[config.mk]
export PLATFORM = sky130hd
export DESIGN_NAME = clock_set_ctrl
export DESIGN_NICKNAME = d
export VERILOG_FILES = /design/src/rtl/clock_set_ctrl.sv
export SDC_FILE = /design/constraint.sdc
export NUM_CORES = 1
export LEC_CHECK = 0
export ABC_AREA = 1
export BUFFER_PORTS_ARGS = -buffer_cell sky130_fd_sc_hd__buf_2
export CORE_MARGIN = 8
export CORE_UTILIZATION = 50
export CTS_CLUSTER_SIZE = 16
export DETAILED_ROUTE_END_ITERATION = 7
export PLACE_DENSITY_LB_ADDON = 0.2
export SKIP_LAST_GASP = 1
export SYNTH_ARGS = -nofsm -noshare
export SYNTH_HDL_FRONTEND = slang
export SYNTH_SLANG_ARGS = --single-unit
[constraint.sdc]
create_clock -name clk -period 9.3 [get_ports clk]
set_input_delay 0.465 -clock clk [delete_from_list [all_inputs] [get_ports clk]]
set_output_delay 0.465 -clock clk [all_outputs]
set_load 0.02 [all_outputs]
[src/rtl/clock_set_ctrl.sv]
// Time-set mode controller for the digital clock.
// Freezes the seconds counter, splits the captured time into h/m/s fields,
// lets the user step each field from debounced buttons while it blinks,
// then reloads the counter with the edited time.
//
// state   | meaning
// --------+-----------------------------------------------------------
// RUN     | counter advancing, waiting for a mode press
// CAPTURE | counter frozen, peeling hours/minutes off the captured time
// SET_H   | editing hours
// SET_M   | editing minutes
// SET_S   | editing seconds
// LOAD    | one-cycle load strobe to the counter, then back to RUN
module clock_set_ctrl #(
    parameter int DB_CYCLES   = 1000000,
    parameter int DAY_SECONDS = 86400
) (
    input  logic        clk,
    input  logic        rst,
    input  logic        btn_mode,
    input  logic        btn_up,
    input  logic        btn_down,
    input  logic        onehz,
    input  logic [16:0] cur_seconds,
    output logic        run_en,
    output logic        load,
    output logic [16:0] load_seconds,
    output logic [4:0]  set_h,
    output logic [5:0]  set_m,
    output logic [5:0]  set_s,
    output logic [7:0]  digit_en
);

    localparam int              DB_W      = (DB_CYCLES > 1) ? $clog2(DB_CYCLES) : 1;
    localparam logic [DB_W-1:0] DB_RELOAD = DB_W'(DB_CYCLES - 1);
    localparam logic [16:0]     DAY_LIMIT = 17'(DAY_SECONDS);

    typedef enum logic [2:0] {RUN, CAPTURE, SET_H, SET_M, SET_S, LOAD} state_t;

    // Button index: 0 = mode, 1 = up, 2 = down.
    logic [2:0]      btn_raw;
    logic [2:0]      sync1;
    logic [2:0]      sync2;
    logic [2:0]      db;
    logic [2:0]      db_d;
    logic [2:0]      press;
    logic [DB_W-1:0] db_cnt [3];

    logic oh_s1, oh_s2, oh_d, oh_rise;
    logic phase;

    state_t      state, state_next;
    logic [16:0] rem, rem_next;
    logic [4:0]  h_next;
    logic [5:0]  m_next, s_next;
    logic [16:0] ls_next;
    logic [16:0] total;

    assign btn_raw = {btn_down, btn_up, btn_mode};
    assign press   = db & ~db_d;
    assign oh_rise = oh_s2 & ~oh_d;
    assign total   = 17'(set_h) * 17'd3600 + 17'(set_m) * 17'd60 + 17'(set_s);

    // Synchronize the raw buttons; a down-counter sitting at its reload value
    // while the level agrees accepts a change after DB_CYCLES differing cycles.
    always_ff @(posedge clk or negedge rst) begin
        if (!rst) begin
            sync1 <= '0;
            sync2 <= '0;
            db    <= '0;
            db_d  <= '0;
            for (int i = 0; i < 3; i++) db_cnt[i] <= DB_RELOAD;
        end else begin
            sync1 <= btn_raw;
            sync2 <= sync1;
            db_d  <= db;
            for (int i = 0; i < 3; i++) begin
                if (sync2[i] == db[i]) begin
                    db_cnt[i] <= DB_RELOAD;
                end else if (db_cnt[i] == '0) begin
                    db[i]     <= sync2[i];
                    db_cnt[i] <= DB_RELOAD;
                end else begin
                    db_cnt[i] <= db_cnt[i] - 1'b1;
                end
            end
        end
    end

    // Blink phase: toggles on 1 Hz rising edges, restarts visible on each field entry.
    always_ff @(posedge clk or negedge rst) begin
        if (!rst) begin
            oh_s1 <= 1'b0;
            oh_s2 <= 1'b0;
            oh_d  <= 1'b0;
            phase <= 1'b0;
        end else begin
            oh_s1 <= onehz;
            oh_s2 <= oh_s1;
            oh_d  <= oh_s2;
            if (state_next != state &&
                (state_next == SET_H || state_next == SET_M || state_next == SET_S))
                phase <= 1'b0;
            else if (oh_rise)
                phase <= ~phase;
        end
    end

    // State and edit-field registers.
    always_ff @(posedge clk or negedge rst) begin
        if (!rst) begin
            state        <= RUN;
            rem          <= '0;
            set_h        <= '0;
            set_m        <= '0;
            set_s        <= '0;
            load_seconds <= '0;
        end else begin
            state        <= state_next;
            rem          <= rem_next;
            set_h        <= h_next;
            set_m        <= m_next;
            set_s        <= s_next;
            load_seconds <= ls_next;
        end
    end

    // Next-state and field arithmetic; mode beats a same-cycle up/down.
    always_comb begin
        state_next = state;
        rem_next   = rem;
        h_next     = set_h;
        m_next     = set_m;
        s_next     = set_s;
        ls_next    = load_seconds;
        case (state)
            RUN: begin
                if (press[0]) begin
                    state_next = CAPTURE;
                    rem_next   = (cur_seconds >= DAY_LIMIT) ? '0 : cur_seconds;
                    h_next     = '0;
                    m_next     = '0;
                    s_next     = '0;
                end
            end
            CAPTURE: begin
                if (rem >= 17'd3600) begin
                    rem_next = rem - 17'd3600;
                    h_next   = set_h + 5'd1;
                end else if (rem >= 17'd60) begin
                    rem_next = rem - 17'd60;
                    m_next   = set_m + 6'd1;
                end else begin
                    s_next     = rem[5:0];
                    state_next = SET_H;
                end
            end
            SET_H: begin
                if (press[0])
                    state_next = SET_M;
                else if (press[1] && !press[2])
                    h_next = (set_h == 5'd23) ? 5'd0 : set_h + 5'd1;
                else if (press[2] && !press[1])
                    h_next = (set_h == 5'd0) ? 5'd23 : set_h - 5'd1;
            end
            SET_M: begin
                if (press[0])
                    state_next = SET_S;
                else if (press[1] && !press[2])
                    m_next = (set_m == 6'd59) ? 6'd0 : set_m + 6'd1;
                else if (press[2] && !press[1])
                    m_next = (set_m == 6'd0) ? 6'd59 : set_m - 6'd1;
            end
            SET_S: begin
                if (press[0]) begin
                    state_next = LOAD;
                    ls_next    = total;
                end else if (press[1] && !press[2]) begin
                    s_next = (set_s == 6'd59) ? 6'd0 : set_s + 6'd1;
                end else if (press[2] && !press[1]) begin
                    s_next = (set_s == 6'd0) ? 6'd59 : set_s - 6'd1;
                end
            end
            LOAD:    state_next = RUN;
            default: state_next = RUN;
        endcase
    end

    // Counter control and blanking of the field under edit.
    always_comb begin
        run_en   = (state == RUN);
        load     = (state == LOAD);
        digit_en = 8'b1100_0000;
        if (phase) begin
            case (state)
                SET_H:   digit_en[5:4] = 2'b11;
                SET_M:   digit_en[3:2] = 2'b11;
                SET_S:   digit_en[1:0] = 2'b11;
                default: digit_en = 8'b1100_0000;
            endcase
        end
    end

endmodule

==> results of run 1 <==
==> state kept, by name, indices dropped and copies added, names as in the netlist <==
name          flops
db                3
db_cnt           60
db_d              3
load_seconds     17
oh_d              1
oh_s1             1
oh_s2             1
phase             1
rem              17
set_h             5
set_m             6
set_s             6
state             3
sync1             3
sync2             3
==> cells by family (layout without fill, tap and decap cells) <==
group                    after synthesis  in the layout  synth area share
AO/OA/AOI/OAI                        148            148            0.0855
adder cells (fa/ha/maj)               95             95             0.134
flip-flops                           130            130             0.340
AND/OR/NAND/NOR                      662            662             0.301
other                                  1              2          0.000386
XOR/XNOR                              70             70            0.0631
buffers and inverters                173            241            0.0766
==> power by group through the flow <==
stage                     Sequential (W)  Combinational (W)  Clock [W]
final                           0.000579          0.0000441   0.000680
after global routing            0.000580          0.0000522   0.000718
after CTS                       0.000579          0.0000457   0.000694
after detailed placement        0.000589          0.0000455          0
after global placement          0.000589          0.0000450          0
after floorplan                 0.000589          0.0000241          0
==> Yosys cell counts, types with 16 or more instances <==
cell type / count
ha_1: 80
dfstp_2: 36
o21ai_0: 60
xor2_1: 48
xnor2_1: 22
nand3_1: 98
inv_1: 131
dfrtp_1: 94
nor2_1: 150
nand2_1: 313
a21oi_1: 51
nand2_2: 16
nor3_1: 20
nand4_1: 20
==> area by class of cell <==
type	instances	area share
tap	265	0.0308
timing repair buffer	66	0.0317
multi-input combinational	977	0.526
sequential	130	0.306
inverter	143	0.0503
clock inverter	15	0.0154
clock buffer	17	0.0395
==> through the flow <==
stage           util  power, W
6_report       0.559   0.00130
5_1_grt        0.559   0.00135
4_1_cts        0.559   0.00132
3_5_place_dp   0.529  0.000635
3_3_place_gp   0.529  0.000634
2_1_floorplan      -  0.000613
==> routing by layer <==
layer  track usage  wire, um  vias to the layer above
li1              -         -                     4223
met1         0.248     10400                     3844
met2         0.308     10500                      136
met3        0.0419       968                       14
met4        0.0490       232                        0
met5             0         0                        -
==> worst max-delay path: cells and delay by family, from the launching register on <==
kind,cells,cell delay [ns]
flip-flops,1,0.48
adder cells (fa/ha/maj),5,1.98
AO/OA/AOI/OAI,5,0.79
AND/OR/NAND/NOR,7,0.59
buffers and inverters,3,0.45
XOR/XNOR,1,0.14
==> worst paths after layout <==
check	start	end	depth (start not counted)
max	set_m[3]	load_seconds[16]	21
min	rst	load_seconds[15]	1
max reg2reg	set_m[3]	load_seconds[16]	21
min reg2reg	sync1[2]	sync2[2]	0
max in group asynchronous	rst	db_cnt[47]	2
min in group clk	btn_mode	sync1[0]	1
==> impl_metrics.json, run 1 <==
{
  "status": "finished, violations left",
  "violations": "hold timing",
  "fin_crit_sh": 0.486,
  "max_freq_ghz": 0.221,
  "cts-root-buf": "clkbuf_16",
  "fillerInstances": 1870,
  "port_buffers": 64,
  "tightestPinTransition_ns": 0.895,
  "clock-sinks": 130,
  "synth_largest_area_cell": "dfrtp_1",
  "cts_buffers": 17,
  "synthToLayoutAreaGrowth_pct": 11.0,
  "start_util": 0.504,
  "crit_top_cell": "nand2_1",
  "grt_pass1_wl_mm": 37.3,
  "synth_seq_cells": 130,
  "tns_ns": 0,
  "p_sw_w": 0.000333,
  "crit_fanout": 8,
  "setup_viol": 0,
  "netlist_area_um2": 9710,
  "setup_ws_ns": 4.78,
  "r2r_slack_ns": 4.78,
  "drc": 0,
  "worst_hold_slack_ns": -0.00190,
  "final_cell_area_um2": 10800,
  "dpl.hpwl_mm": 16.2,
  "cts_setup_buffers": 0,
  "final-seq-area_um2": 3300,
  "htreeDepth": 4,
  "start_kind": "flop",
  "via_per_inst": 5.09,
  "fin_worst_skew_ns": 0.0107,
  "slew_viol_final": 0,
  "power.density_nw_per_um2": 121,
  "fin_nets": 1453,
  "clk_latency_ns": 0.43,
  "antenna_cells": 0,
  "gp_congestion": 0.883,
  "clkPwrFrac": 0.522,
  "die_w_um": 155,
  "period_minus_slack_ns": 4.52,
  "dpl.cell_count": 1581,
  "relSlewSlack": 0.403,
  "drive_gt1_frac": 0.151,
  "avgSynthCellArea_um2": 7.59,
  "p_leak_nw": 5.56,
  "critical_path_class": "flop to flop",
  "ys_seq_area_frac": 0.340,
  "grt.overflow.total": 0,
  "place_ws_ns": 4.80,
  "fp.dieH_um": 155,
  "dr.pass1.iters": 5,
  "cp.arrival_ns": 4.83,
  "rsz0062_at_grt": "false",
  "ant_nets": 0,
  "hold_viol": 2,
  "slowest_stage": "fa_1",
  "drv_cap": 0,
  "vias": 8217,
  "mostFrequentLayoutCell": "nand2_1",
  "wire_per_inst_um": 13.7,
  "dpl-instance-area_um2": 10200,
  "required_ns": 9.61,
  "grt_max_degree": 71,
  "synth_top_area_share": 0.242,
  "stdcell_count": 1613,
  "cts-resized-gates": 0,
  "grt_pass1_vias": 7652,
  "core-area_um2": 19300,
  "slowest_delay_ns": 0.51,
  "synthArstFlopShare": 1.00,
  "synthFlopType": "dfrtp_1",
  "switching_share": 0.256,
  "yosysWarnings": 0,
  "clkTransAtPathRegs_ns": 0.06,
  "dieArea_um2": 24100,
  "worstPathCellList": "inv_1 -> fa_1 -> fa_1 -> inv_1 -> ha_1 -> a21oi_1 -> nand2_1 -> a21oi_1 -> o21ai_0 -> xnor2_1 -> inv_1 -> ha_1 -> ha_1 -> a21oi_1 -> o21ai_0 -> nand2_1 -> nand3_1 -> nand2_1 -> nand2_1 -> nand3_1 -> nand2_1",
  "num_rows": 51,
  "initialDrtViolationCount": 432,
  "grt_usage": 0.189,
  "synth_edf_count": 0,
  "synth_cell_types": 44,
  "endpoint_kind": "flop",
  "finalWirelength_mm": 22.1,
  "hold_class": "input port to async pin",
  "syn_inst": 1279,
  "ir_drop_v": 0.000163,
  "clock_path_buffers": 2,
  "p_seq_frac": 0.445,
  "cts_hold_buffers": 0,
  "multi_input_area_um2": 5670,
  "power_frac_comb": 0.034,
  "antenna_found_initial": 0,
  "intPower_w": 0.000970,
  "final_cell_mix": "nand2_1, nor2_1, inv_1, nand3_1, dfrtp_1",
  "io_pins": 67,
  "synth_area_leaders": "dfrtp_1, nand2_1, ha_1",
  "cts_tree": "built"
}
No activity file was read; power rests on OpenSTA's default activity.
==> run 2, diff against run 1 <==
clock period = 4.1 ns   (was 9.3 ns; I/O delays follow)
==> run 2 against run 1 <==
  * The run now ends clean
  * Sequential share of layout area is 1.2 points lower
  * Maximum frequency increased by 13%
  * Utilization up 2.3 points
  * Combinational power grew 140%
  * Sequential power rose by 130%
  * Critical path type unchanged
  * Critical endpoint is now load_seconds[15]
  * Largest cell class unchanged
  * Highest routed layer unchanged
==> impl_metrics.json, run 2 (synthesized netlist as in run 1, its figures left out) <==
{
  "gp_congestion": 0.865,
  "hold_class": "input port to flop",
  "path_delay_family": "adder cells",
  "fin_crit_sh": 0.977,
  "cts_tree": "built",
  "grt.overflow.total": 0,
  "power.density_nw_per_um2": 262,
  "rsz0062_at_grt": "true",
  "clock_path_buffers": 2,
  "worstPathCellList": "fa_1 -> inv_1 -> fa_1 -> inv_2 -> fa_2 -> a21oi_2 -> o21bai_1 -> nand2_1 -> nand2_1 -> a21oi_2 -> xnor2_1 -> ha_1 -> ha_4 -> nand2_2 -> or2_4 -> nand3_4 -> nand2_4 -> nand2_2 -> nand3b_1 -> nand3_1 -> nand2_1",
  "start_kind": "flop",
  "htreeDepth": 4,
  "post-route-util": 0.583,
  "tightestPinTransition_ns": 0.655,
  "largest_reg_flops": 60,
  "vias": 8301,
  "p_leak_nw": 5.72,
  "dieArea_um2": 24100,
  "io_pins": 67,
  "grt_usage": 0.189,
  "grt_pass1_wl_mm": 37.5,
  "antenna_found_initial": 0,
  "relSlewSlack": 0.564,
  "clock-sinks": 130,
  "antenna_cells": 0,
  "drc": 0,
  "initialDrtViolationCount": 421,
  "top_regs": "db_cnt x60, load_seconds x17, rem x17",
  "drive_gt1_frac": 0.195,
  "slowest_stage": "fa_1",
  "slew_viol_final": 0,
  "top_register": "db_cnt",
  "hold_viol": 0,
  "core-area_um2": 19300,
  "period_minus_slack_ns": 4.01,
  "die_w_um": 155,
  "cts_buffers": 17,
  "max_freq_ghz": 0.250,
  "critical_path_class": "flop to flop",
  "slowest_delay_ns": 0.55,
  "num_rows": 51,
  "dpl.hpwl_mm": 16.3,
  "drv_cap": 0,
  "start_util": 0.504,
  "mostFrequentLayoutCell": "nand2_1",
  "fin_worst_skew_ns": 0.00709,
  "crit_top_cell": "nand2_1",
  "dr.pass1.iters": 5,
  "grt_pass1_vias": 7844,
  "cp.arrival_ns": 4.33,
  "via_per_inst": 5.05,
  "cts-root-buf": "clkbuf_16",
  "crit_fanout": 4,
  "ir_drop_v": 0.000414,
  "endpoint_kind": "flop",
  "port_buffers": 64,
  "required_ns": 4.42,
  "wire_per_inst_um": 13.7,
  "synthToLayoutAreaGrowth_pct": 15.6,
  "clk_latency_ns": 0.43,
  "finalWirelength_mm": 22.5,
  "clkTransAtPathRegs_ns": 0.06,
  "fin_nets": 1484,
  "worst-path-buf-inv": 2,
  "ant_nets": 0,
  "fp.dieH_um": 155,
  "status": "complete, no violations",
  "tns_ns": 0,
  "grt_max_degree": 70,
  "setup_viol": 0,
  "final_cell_mix": "nand2_1, nor2_1, inv_1, nand3_1, dfrtp_1"
}
## run 2: cell types whose count changed in the layout (fill, tap and decap cells not counted), moves of 5 or more
cell	previous run	this run
nand2_1	313	308
dlygate4sd3_1	0	5
nor2_1	150	145
ha_4	0	6
buf_4	2	26
a21oi_2	1	8
a21oi_1	51	43
ha_1	80	73
## run 2: final cells by class
| type | instances | area, um2 |
|---|---|---|
| Tap cell | 265 | 332 |
| Fill cell | 1822 | 8040 |
| Inverter | 143 | 544 |
| Sequential cell | 130 | 3300 |
| Timing Repair Buffer | 97 | 594 |
| Clock buffer | 17 | 425 |
| Clock inverter | 15 | 159 |
| Multi-Input combinational cell | 977 | 5870 |
## run 2: path summary, 6_finish.rpt
kind	slack (ns)	cells past startpoint	end	from
worst max-delay path	0.09	21	load_seconds[15]	set_m[2]
worst min-delay path	0.03	3	rem[0]	cur_seconds[0]
worst max register to register	0.09	21	load_seconds[15]	set_m[2]
worst min register to register	0.35	0	sync2[2]	sync1[2]
max in group asynchronous	2.80	3	db_cnt[59]	rst
min in group asynchronous	0.37	2	load_seconds[15]	rst
## run 2: what timing repair did
item	in CTS	in global routing
hold endpoints to repair	63	0
setup endpoints to repair	5	9
pin swaps	1	18
gates resized for setup	4	40
hold buffers	5	0
setup buffers	2	2
## run 2: metrics by stage
step	total power (W)	hold WS [ns]	instance area, um2	cells	worst slack [ns]
after floorplan	0.00139	-0.0906	9740	1280	0.0102
final	0.00295	0.0312	11200	1644	0.0937
after CTS	0.00299	0.0231	11000	1642	0.000910
after detailed placement	0.00144	0.274	10400	1603	-0.0782
after global placement	0.00144	0.267	10400	1603	0.0397
after global routing	0.00306	0.0527	11200	1644	-0.109
## run 2: tightest hold or removal path, delay by kind of cell
kind | cells | cell delay, ns
buffers and inverters | 1 | 0.09
AO/OA/AOI/OAI | 1 | 0.06
AND/OR/NAND/NOR | 1 | 0.06
## run 2: report_power, final
part	switching [W]	total (W)	internal, W
logic	0.0000718	0.000105	0.0000329
registers	0.00000876	0.00132	0.00131
clock network	0.000664	0.00153	0.000863
## run 2: per-layer routing
| layer | up-vias | wire (um) | global-route usage |
|---|---|---|---|
| li1 | 4290 | - | - |
| met1 | 3847 | 10400 | 0.242 |
| met2 | 137 | 10600 | 0.312 |
| met3 | 27 | 1140 | 0.0452 |
| met4 | 0 | 329 | 0.0508 |
| met5 | - | 0 | 0 |
